## src/rtl/mul_if.sv

```systemverilog
// Multiplier request/writeback bundle: operands and controls from the issue side,
// and a result/index/active-low load-enable shaped like the register file write port.
interface mul_if #(
    parameter int WIDTH = 32,
    parameter int RW    = 4
);
    logic             start;
    logic             accumulate;
    logic             set_flags;
    logic [WIDTH-1:0] op_a;
    logic [WIDTH-1:0] op_b;
    logic [WIDTH-1:0] op_c;
    logic [RW-1:0]    rd_in;
    logic             busy;
    logic             done;
    logic [WIDTH-1:0] result;
    logic [RW-1:0]    rd_out;
    logic             le_out;
    logic             n_flag;
    logic             z_flag;

    modport master (
        output start, accumulate, set_flags, op_a, op_b, op_c, rd_in,
        input  busy, done, result, rd_out, le_out, n_flag, z_flag
    );

    modport slave (
        input  start, accumulate, set_flags, op_a, op_b, op_c, rd_in,
        output busy, done, result, rd_out, le_out, n_flag, z_flag
    );
endinterface

```

## src/rtl/mul_unit.sv

```systemverilog
// Radix-2 shift-add multiplier (MUL/MLA) with early termination once the
// remaining multiplier bits are all zero; writeback shaped for the register file.
module mul_unit #(
    parameter int WIDTH = 32,
    parameter int RW    = 4
) (
    input  logic clk,
    input  logic clr,
    mul_if.slave bus
);
    typedef enum logic [1:0] {
        ST_IDLE = 2'd0,
        ST_RUN  = 2'd1,
        ST_DONE = 2'd2
    } state_t;

    state_t           state_r;
    state_t           state_next_s;
    logic [WIDTH-1:0] mcand_r;
    logic [WIDTH-1:0] mplr_r;
    logic [WIDTH-1:0] acc_r;
    logic [WIDTH-1:0] acc_sum_s;
    logic [WIDTH-1:0] mplr_shift_s;
    logic [RW-1:0]    rd_r;
    logic             sf_r;
    logic [WIDTH-1:0] result_r;
    logic [RW-1:0]    rd_out_r;
    logic             n_r;
    logic             z_r;
    logic             busy_r;
    logic             done_r;
    logic             le_r;

    // Next-state decode and the single shift-add step of the datapath
    always_comb begin
        state_next_s = state_r;
        mplr_shift_s = {1'b0, mplr_r[WIDTH-1:1]};
        if (mplr_r[0]) begin
            acc_sum_s = acc_r + mcand_r;
        end else begin
            acc_sum_s = acc_r;
        end
        case (state_r)
            ST_IDLE: begin
                if (bus.start) begin
                    state_next_s = ST_RUN;
                end else begin
                    state_next_s = ST_IDLE;
                end
            end
            ST_RUN: begin
                // Finish as soon as no set multiplier bits remain to be consumed
                if (mplr_shift_s == '0) begin
                    state_next_s = ST_DONE;
                end else begin
                    state_next_s = ST_RUN;
                end
            end
            ST_DONE: state_next_s = ST_IDLE;
            default: state_next_s = ST_IDLE;
        endcase
    end

    // State register
    always_ff @(posedge clk or negedge clr) begin
        if (!clr) begin
            state_r <= ST_IDLE;
        end else begin
            state_r <= state_next_s;
        end
    end

    // Status outputs registered from the next state so they align with it
    always_ff @(posedge clk or negedge clr) begin
        if (!clr) begin
            busy_r <= 1'b0;
            done_r <= 1'b0;
            le_r   <= 1'b1;
        end else begin
            busy_r <= (state_next_s == ST_RUN);
            done_r <= (state_next_s == ST_DONE);
            le_r   <= (state_next_s != ST_DONE);
        end
    end

    // Operand capture, iteration and result/flag writeback
    always_ff @(posedge clk or negedge clr) begin
        if (!clr) begin
            mcand_r  <= '0;
            mplr_r   <= '0;
            acc_r    <= '0;
            rd_r     <= '0;
            sf_r     <= 1'b0;
            result_r <= '0;
            rd_out_r <= '0;
            n_r      <= 1'b0;
            z_r      <= 1'b0;
        end else begin
            case (state_r)
                ST_IDLE: begin
                    if (bus.start) begin
                        mcand_r <= bus.op_a;
                        mplr_r  <= bus.op_b;
                        acc_r   <= bus.accumulate ? bus.op_c : '0;
                        rd_r    <= bus.rd_in;
                        sf_r    <= bus.set_flags;
                    end
                end
                ST_RUN: begin
                    acc_r   <= acc_sum_s;
                    mcand_r <= {mcand_r[WIDTH-2:0], 1'b0};
                    mplr_r  <= mplr_shift_s;
                    if (mplr_shift_s == '0) begin
                        result_r <= acc_sum_s;
                        rd_out_r <= rd_r;
                        if (sf_r) begin
                            n_r <= acc_sum_s[WIDTH-1];
                            z_r <= (acc_sum_s == '0);
                        end
                    end
                end
                default: begin
                    acc_r <= acc_r;
                end
            endcase
        end
    end

    assign bus.busy   = busy_r;
    assign bus.done   = done_r;
    assign bus.le_out = le_r;
    assign bus.result = result_r;
    assign bus.rd_out = rd_out_r;
    assign bus.n_flag = n_r;
    assign bus.z_flag = z_r;
endmodule

```

## src/flat_wrapper.sv

```systemverilog
// flat-port wrapper written by rule: the top's interface ports become plain ports
module mul_unit_flat 
#(
    parameter int WIDTH = 32,
    parameter int RW    = 4
)
  (clk, clr, bus_start, bus_accumulate, bus_set_flags, bus_op_a, bus_op_b, bus_op_c, bus_rd_in, bus_busy, bus_done, bus_result, bus_rd_out, bus_le_out, bus_n_flag, bus_z_flag);
  mul_if #(.WIDTH(WIDTH), .RW(RW)) bus_i ();
  input  logic clk;
  input  logic clr;
  input wire logic [$bits(bus_i.start)-1:0] bus_start;
  input wire logic [$bits(bus_i.accumulate)-1:0] bus_accumulate;
  input wire logic [$bits(bus_i.set_flags)-1:0] bus_set_flags;
  input wire logic [$bits(bus_i.op_a)-1:0] bus_op_a;
  input wire logic [$bits(bus_i.op_b)-1:0] bus_op_b;
  input wire logic [$bits(bus_i.op_c)-1:0] bus_op_c;
  input wire logic [$bits(bus_i.rd_in)-1:0] bus_rd_in;
  output wire logic [$bits(bus_i.busy)-1:0] bus_busy;
  output wire logic [$bits(bus_i.done)-1:0] bus_done;
  output wire logic [$bits(bus_i.result)-1:0] bus_result;
  output wire logic [$bits(bus_i.rd_out)-1:0] bus_rd_out;
  output wire logic [$bits(bus_i.le_out)-1:0] bus_le_out;
  output wire logic [$bits(bus_i.n_flag)-1:0] bus_n_flag;
  output wire logic [$bits(bus_i.z_flag)-1:0] bus_z_flag;
  assign bus_i.start = bus_start;
  assign bus_i.accumulate = bus_accumulate;
  assign bus_i.set_flags = bus_set_flags;
  assign bus_i.op_a = bus_op_a;
  assign bus_i.op_b = bus_op_b;
  assign bus_i.op_c = bus_op_c;
  assign bus_i.rd_in = bus_rd_in;
  assign bus_busy = bus_i.busy;
  assign bus_done = bus_i.done;
  assign bus_result = bus_i.result;
  assign bus_rd_out = bus_i.rd_out;
  assign bus_le_out = bus_i.le_out;
  assign bus_n_flag = bus_i.n_flag;
  assign bus_z_flag = bus_i.z_flag;
  mul_unit #(.WIDTH(WIDTH), .RW(RW)) u_core (.clk(clk), .clr(clr), .bus(bus_i));
endmodule
```

## config.mk

```make
export PLATFORM = sky130hd
export DESIGN_NAME = mul_unit_flat
export DESIGN_NICKNAME = d
export VERILOG_FILES = /design/src/rtl/mul_if.sv /design/src/rtl/mul_unit.sv /design/src/flat_wrapper.sv
export SDC_FILE = /design/constraint.sdc
export NUM_CORES = 1
export LEC_CHECK = 0
export BUFFER_PORTS_ARGS = -buffer_cell sky130_fd_sc_hd__buf_4
export CORE_MARGIN = 2
export CORE_UTILIZATION = 49
export CTS_CLUSTER_DIAMETER = 100
export CTS_CLUSTER_SIZE = 12
export DETAILED_ROUTE_END_ITERATION = 8
export HOLD_SLACK_MARGIN = 0.03
export PLACE_DENSITY = 0.71
export SETUP_SLACK_MARGIN = 0.1
export SYNTH_ARGS = -nofsm -noshare
export SYNTH_HDL_FRONTEND = slang
export SYNTH_SLANG_ARGS = --single-unit
```

## constraint.sdc

```tcl
create_clock -name clk -period 4.4 [get_ports clk]
set_input_delay 0.22 -clock clk [delete_from_list [all_inputs] [get_ports clk]]
set_output_delay 0.22 -clock clk [all_outputs]
set_load 0.02 [all_outputs]
```

Word-level counts from Yosys, hierarchy flattened
Index checks and enable logic that the tools add are counted.
Widths: inputs -> output; s select.

word-level totals
  register bits = 144
  bits of input ports = 105

cells by class
  add/subtract/negate cells = 1
  equal/unequal tests = 5
  mux-type cells = 11
  reduce and logical (&&, ||, !) cells = 9

operators with widths
  kind                number
  $pmux 32 s2         3
  $mux 32             5
  $logic_not 32->1    2
  $add 32x32->32      1
  $logic_not 31->1    1
  $reduce_and 2->1    3
  $eq 2x1->1 const B  2
  $ne 2x2->1 const B  2
  $pmux 2 s2          1
  $reduce_and 3->1    1
  $eq 2x2->1 const B  1
  $logic_not 2->1     1
  $mux 2              1
  $reduce_bool 2->1   1
  $mux 1              1

Longest topological paths before layout
  word-level depth = 4
  depth in mapped cells = 12

Least setup slack after synthesis
OpenSTA, ideal clock, no wires.

  path type = flip-flop to flip-flop
  from = register u_core.acc_r[0]
  to = register u_core.z_r (netlist: u_core.bus.z_flag)
  setup time = 0.066 ns
  data arrival time = 3.119 ns
  setup slack = 1.215 ns
  cell stages (with the launch flop) = 13
  path buffers = 0
  period minus slack after synthesis = 3.185 ns
  cells stage by stage = dfrtp_1 ha_1 fa_1 a211oi_1 o211ai_1 nand2_1 o211ai_2 nand3_1 nor4bb_1 nand2_1 a2111o_1 or4_1 nand2_1

between the ends
  cells in the longest elaborated chain, start to end = 3

ends and longest elaborated chain
  element                 RTL line         RTL
  start, declared         mul_unit.sv:21   logic [WIDTH-1:0] acc_r;
  start signal, assigned  mul_unit.sv:104  acc_r <= bus.accumulate ? bus.op_c : '0;
  start signal, assigned  mul_unit.sv:110  acc_r <= acc_sum_s;
  start signal, assigned  mul_unit.sv:123  acc_r <= acc_r;
  $add 32x32->32          mul_unit.sv:39   acc_sum_s = acc_r + mcand_r;
  $mux 32 (*)             mul_unit.sv:38   if (mplr_r[0]) begin
  $logic_not 32->1 (*)    mul_unit.sv:118  z_r <= (acc_sum_s == '0);
  end signal, assigned    mul_unit.sv:118
  end, declared           mul_unit.sv:29   logic z_r;

Every way passes the cells marked *; elsewhere a longest branch is shown, timed or not.
A chain may end at the register's enable or synchronous reset.

Final worst setup path
Ends and elaborated chain as after synthesis.

==> impl_results.md <==
* Outcome: finished clean
* Total routed wirelength at 24100 microns
* Busiest metal layer after global routing: met2
* Maximum vdd drop at 0.365 mV
* Pin count of the biggest net entering global routing at 120
* Maximum clock frequency at 266 MHz
* Cells traversed along the worst timing path: ha_1 -> fa_1 -> a211oi_1 -> o211ai_1 -> nand2_1 -> o211ai_2 -> nand3_1 -> nor4bb_1 -> nand2_1 -> a2111o_1 -> or4_1 -> nand2_1
* Chip width at 137 microns
* Critical Setup Path Class: reg -> reg
* TritonCTS clock tree: built
* Total area of multi-input combinational cells at 0.00477 sq mm
* Length of the first detailed-routing pass in iterations at 5
* Skew final at 11.4 ps
* Floorplan core area at 0.0173 sq mm
* Actual slew at the worst max-slew pin at 1120 ps
* Total placed instance area at 0.00989 sq mm
* Clock Root Buffer: clkbuf_16
* Max-slew violation count at 0
* Initial cell density of the core at 50.1%
* Hold slack final at 45.2 ps
* Total negative slack at 0 ps
* Mean post-synth cell area at 8.96 sq um
* Stage delay of the slowest cell on the critical path at 470 ps
* IO Pins at 146
* Final net count at 1218
* Synthesis warning total at 0
* Clock transition at the registers of the reported paths at 60 ps
* Share of post-route cells with drive strength above 1 at 20.6%
* Global router's overall resource usage at 25.7%
* Longest Clk Path Bufs at 2
* Grt met2 use at 42.3%
* Wire length of the first global-routing pass at 37500 microns
* Fill cell count at 1540
* H-tree levels at 4
* Post-DP HPWL at 17200 microns
* Die Ht at 137 microns
* Layout overhead on the synthesized area at 21.4%
* Crit share post-route at 85.3%
* Maximum net fanout on the critical path at 7
* Unique masters post-synth at 70
* Relative slew margins at 25.0%
* Antenna Cells at 0
* Most frequent standard cell in the layout excluding fill and tap cells: nand2_1
* Kind of end point of the critical path: flip-flop
* Number of hold violations in the final report at 0
* Met1 Resource Use GR at 34.1%
* Post-CTS setup repair buffer count at 0
* Required @ worst endpoint at 4760 ps
* CTS Buf Count at 17
* Data arrival at the endpoint of the critical path at 4120 ps
* Area of the die at 0.0188 sq mm
* Net count of the mapped netlist at 1104
* Tmin final at 3750 ps
* Power Dens Cells at 707 mW/mm^2
* Top cell family by delay on the critical path: simple AND/OR/NAND/NOR gates
* Final Instance Area at 0.0105 sq mm
* Most used cells in the layout excluding fill and tap cells: nand2_1 (165), buf_4 (153), dfrtp_1 (142)
* Worst Slack Setup Final at 647 ps
* Number of design rule violations left after detail routing at 0
* Number of vias per cell at 5.87
* CP Launch Type: flip-flop
* Number of global-route vias before repair at 7317
* RSZ-0062 raised after global routing: no
* Sequential cell area in the final layout at 0.00361 sq mm
* Most frequent cell on the critical path: nand2_1
* Placer Congestion at 0.942
* Iteration-0 DRC count of the detailed router at 537
* Highest-delay cell along the critical path: or4_1
* Portion of the post-synthesis area used by sequential elements at 41.6%
* Wire length per cell after detailed routing at 18.3 microns
* Asr flop ratio synth at 100%
* #FFs+latches synth at 144
* Mapped Cells at 967
* Number of max-cap violations at 0
* Pre-CTS setup slack at 829 ps
* Remaining Overflow, GRT at 0
* Sink count of the clock tree at 144
* Total vias in the final route at 7745
* Worst path buffer plus inverter count at 0
* Min-Delay Path Class: in -> reg
* Mapped Area at 0.00866 sq mm
* Number of setup violations in the final report at 0
* Leakage power at 4.96 nW
* Latest clock arrival within the worst-skew pair at 430 ps
* Prevailing post-synth register cell: dfrtp_1
* EDFF count, synth at 0
* Number of port buffers at 145
* Antenna viol nets, final at 0
* Met3 Resource Use GR at 5.56%
* Cell row count at 48
* Antenna violations before repair at 0
[layout make-up]
class	instances	share of cell area [%]
well taps	225	2.68
repair buffers	161	11.8
inverters	12	0.428
multi-input cells	745	45.4
clock buffers	19	4.30
clock inverters	13	1.18
flip-flops and latches	144	34.3
[repair_timing]
item | CTS | global route
hold buffers | 6 | 0
gates resized for setup | 0 | 0
endpoints found under the hold margin | 89 | 0
[power by group]
group	internal, W	total [W]	switching (W)
combinational	0.00147	0.00377	0.00231
sequential	0.00183	0.00225	0.000422
clock	0.000817	0.00142	0.000599
[Yosys cell counts, drive strengths merged (12+ instances only)]
master	count	share of area (%)
o21ai	117	6.8
nor3	12	0.69
mux2	15	2.0
nor2	38	1.6
and3	29	2.1
nand2	167	7.3
inv	12	0.52
a211oi	31	2.9
clkbuf	49	2.1
ha	31	4.5
nand4	15	1.1
dfrtp	143	41
buf	17	0.88
a21oi	73	4.3
mux2i	70	8.1
[through the flow]
stage          total power (W)  utilization [%]  cells
6_report               0.00744             60.8   1319
5_1_grt                0.00799             60.8   1319
4_1_cts                0.00743             60.8   1319
3_5_place_dp           0.00598             57.2   1281
3_3_place_gp           0.00594             57.2   1281
2_1_floorplan          0.00490                -    967
[metal layers]
| metal | vias to the layer above | share of wire [%] |
|---|---|---|
| li1 | 3754 | - |
| met1 | 3700 | 44 |
| met2 | 252 | 48 |
| met3 | 39 | 6.4 |
| met4 | 0 | 1.9 |
| met5 | - | 0 |
[worst register-to-register path, cell delays in order (launching register included)]
cell      delay, ps
dfrtp_1         410
ha_1            240
fa_1            430
a211oi_1        420
o211ai_1        230
nand2_1         200
o211ai_2        210
nand3_1         120
nor4bb_1        440
nand2_1         110
a2111o_1        350
or4_1           470
nand2_1          80
[sequential cells by signal (all words and copies together) (netlist names)]
| name | count |
|---|---|
| u_core.mplr_r | 32 |
| u_core.bus.rd_out | 4 |
| u_core.bus.result | 32 |
| u_core.bus.done | 1 |
| u_core.mcand_r | 32 |
| u_core.rd_r | 4 |
| u_core.acc_r | 32 |
| u_core.bus.z_flag | 1 |
| u_core.bus.busy | 1 |
| u_core.bus.le_out | 1 |
| u_core.state_r | 2 |
| u_core.bus.n_flag | 1 |
| u_core.sf_r | 1 |
[logic make-up after synthesis]
logic type	synth area share (%)
compound gates	20.6
xor+xnor	1.62
fa+ha+maj	4.71
buf+inv	3.54
flops	41.6
mux	10.1
simple gates	17.8
[worst paths after layout]
kind | startpoint | to | slack (ps) | cells after the start
max | u_core.acc_r[0]$_DFFE_PN0P_ | u_core.bus.z_flag$_DFFE_PN0P_ | 650 | 12
min | bus_op_b[31] | u_core.mplr_r[31]$_DFFE_PN0P_ | 50 | 2
max reg2reg | u_core.acc_r[0]$_DFFE_PN0P_ | u_core.bus.z_flag$_DFFE_PN0P_ | 650 | 12
min reg2reg | u_core.rd_r[2]$_DFFE_PN0P_ | u_core.bus.rd_out[2]$_DFFE_PN0P_ | 470 | 2
max in group asynchronous | clr | u_core.mcand_r[19]$_DFFE_PN0P_ | 3070 | 3
min in group asynchronous | clr | u_core.mcand_r[8]$_DFFE_PN0P_ | 400 | 2
Power figures use the tool's default switching activity.
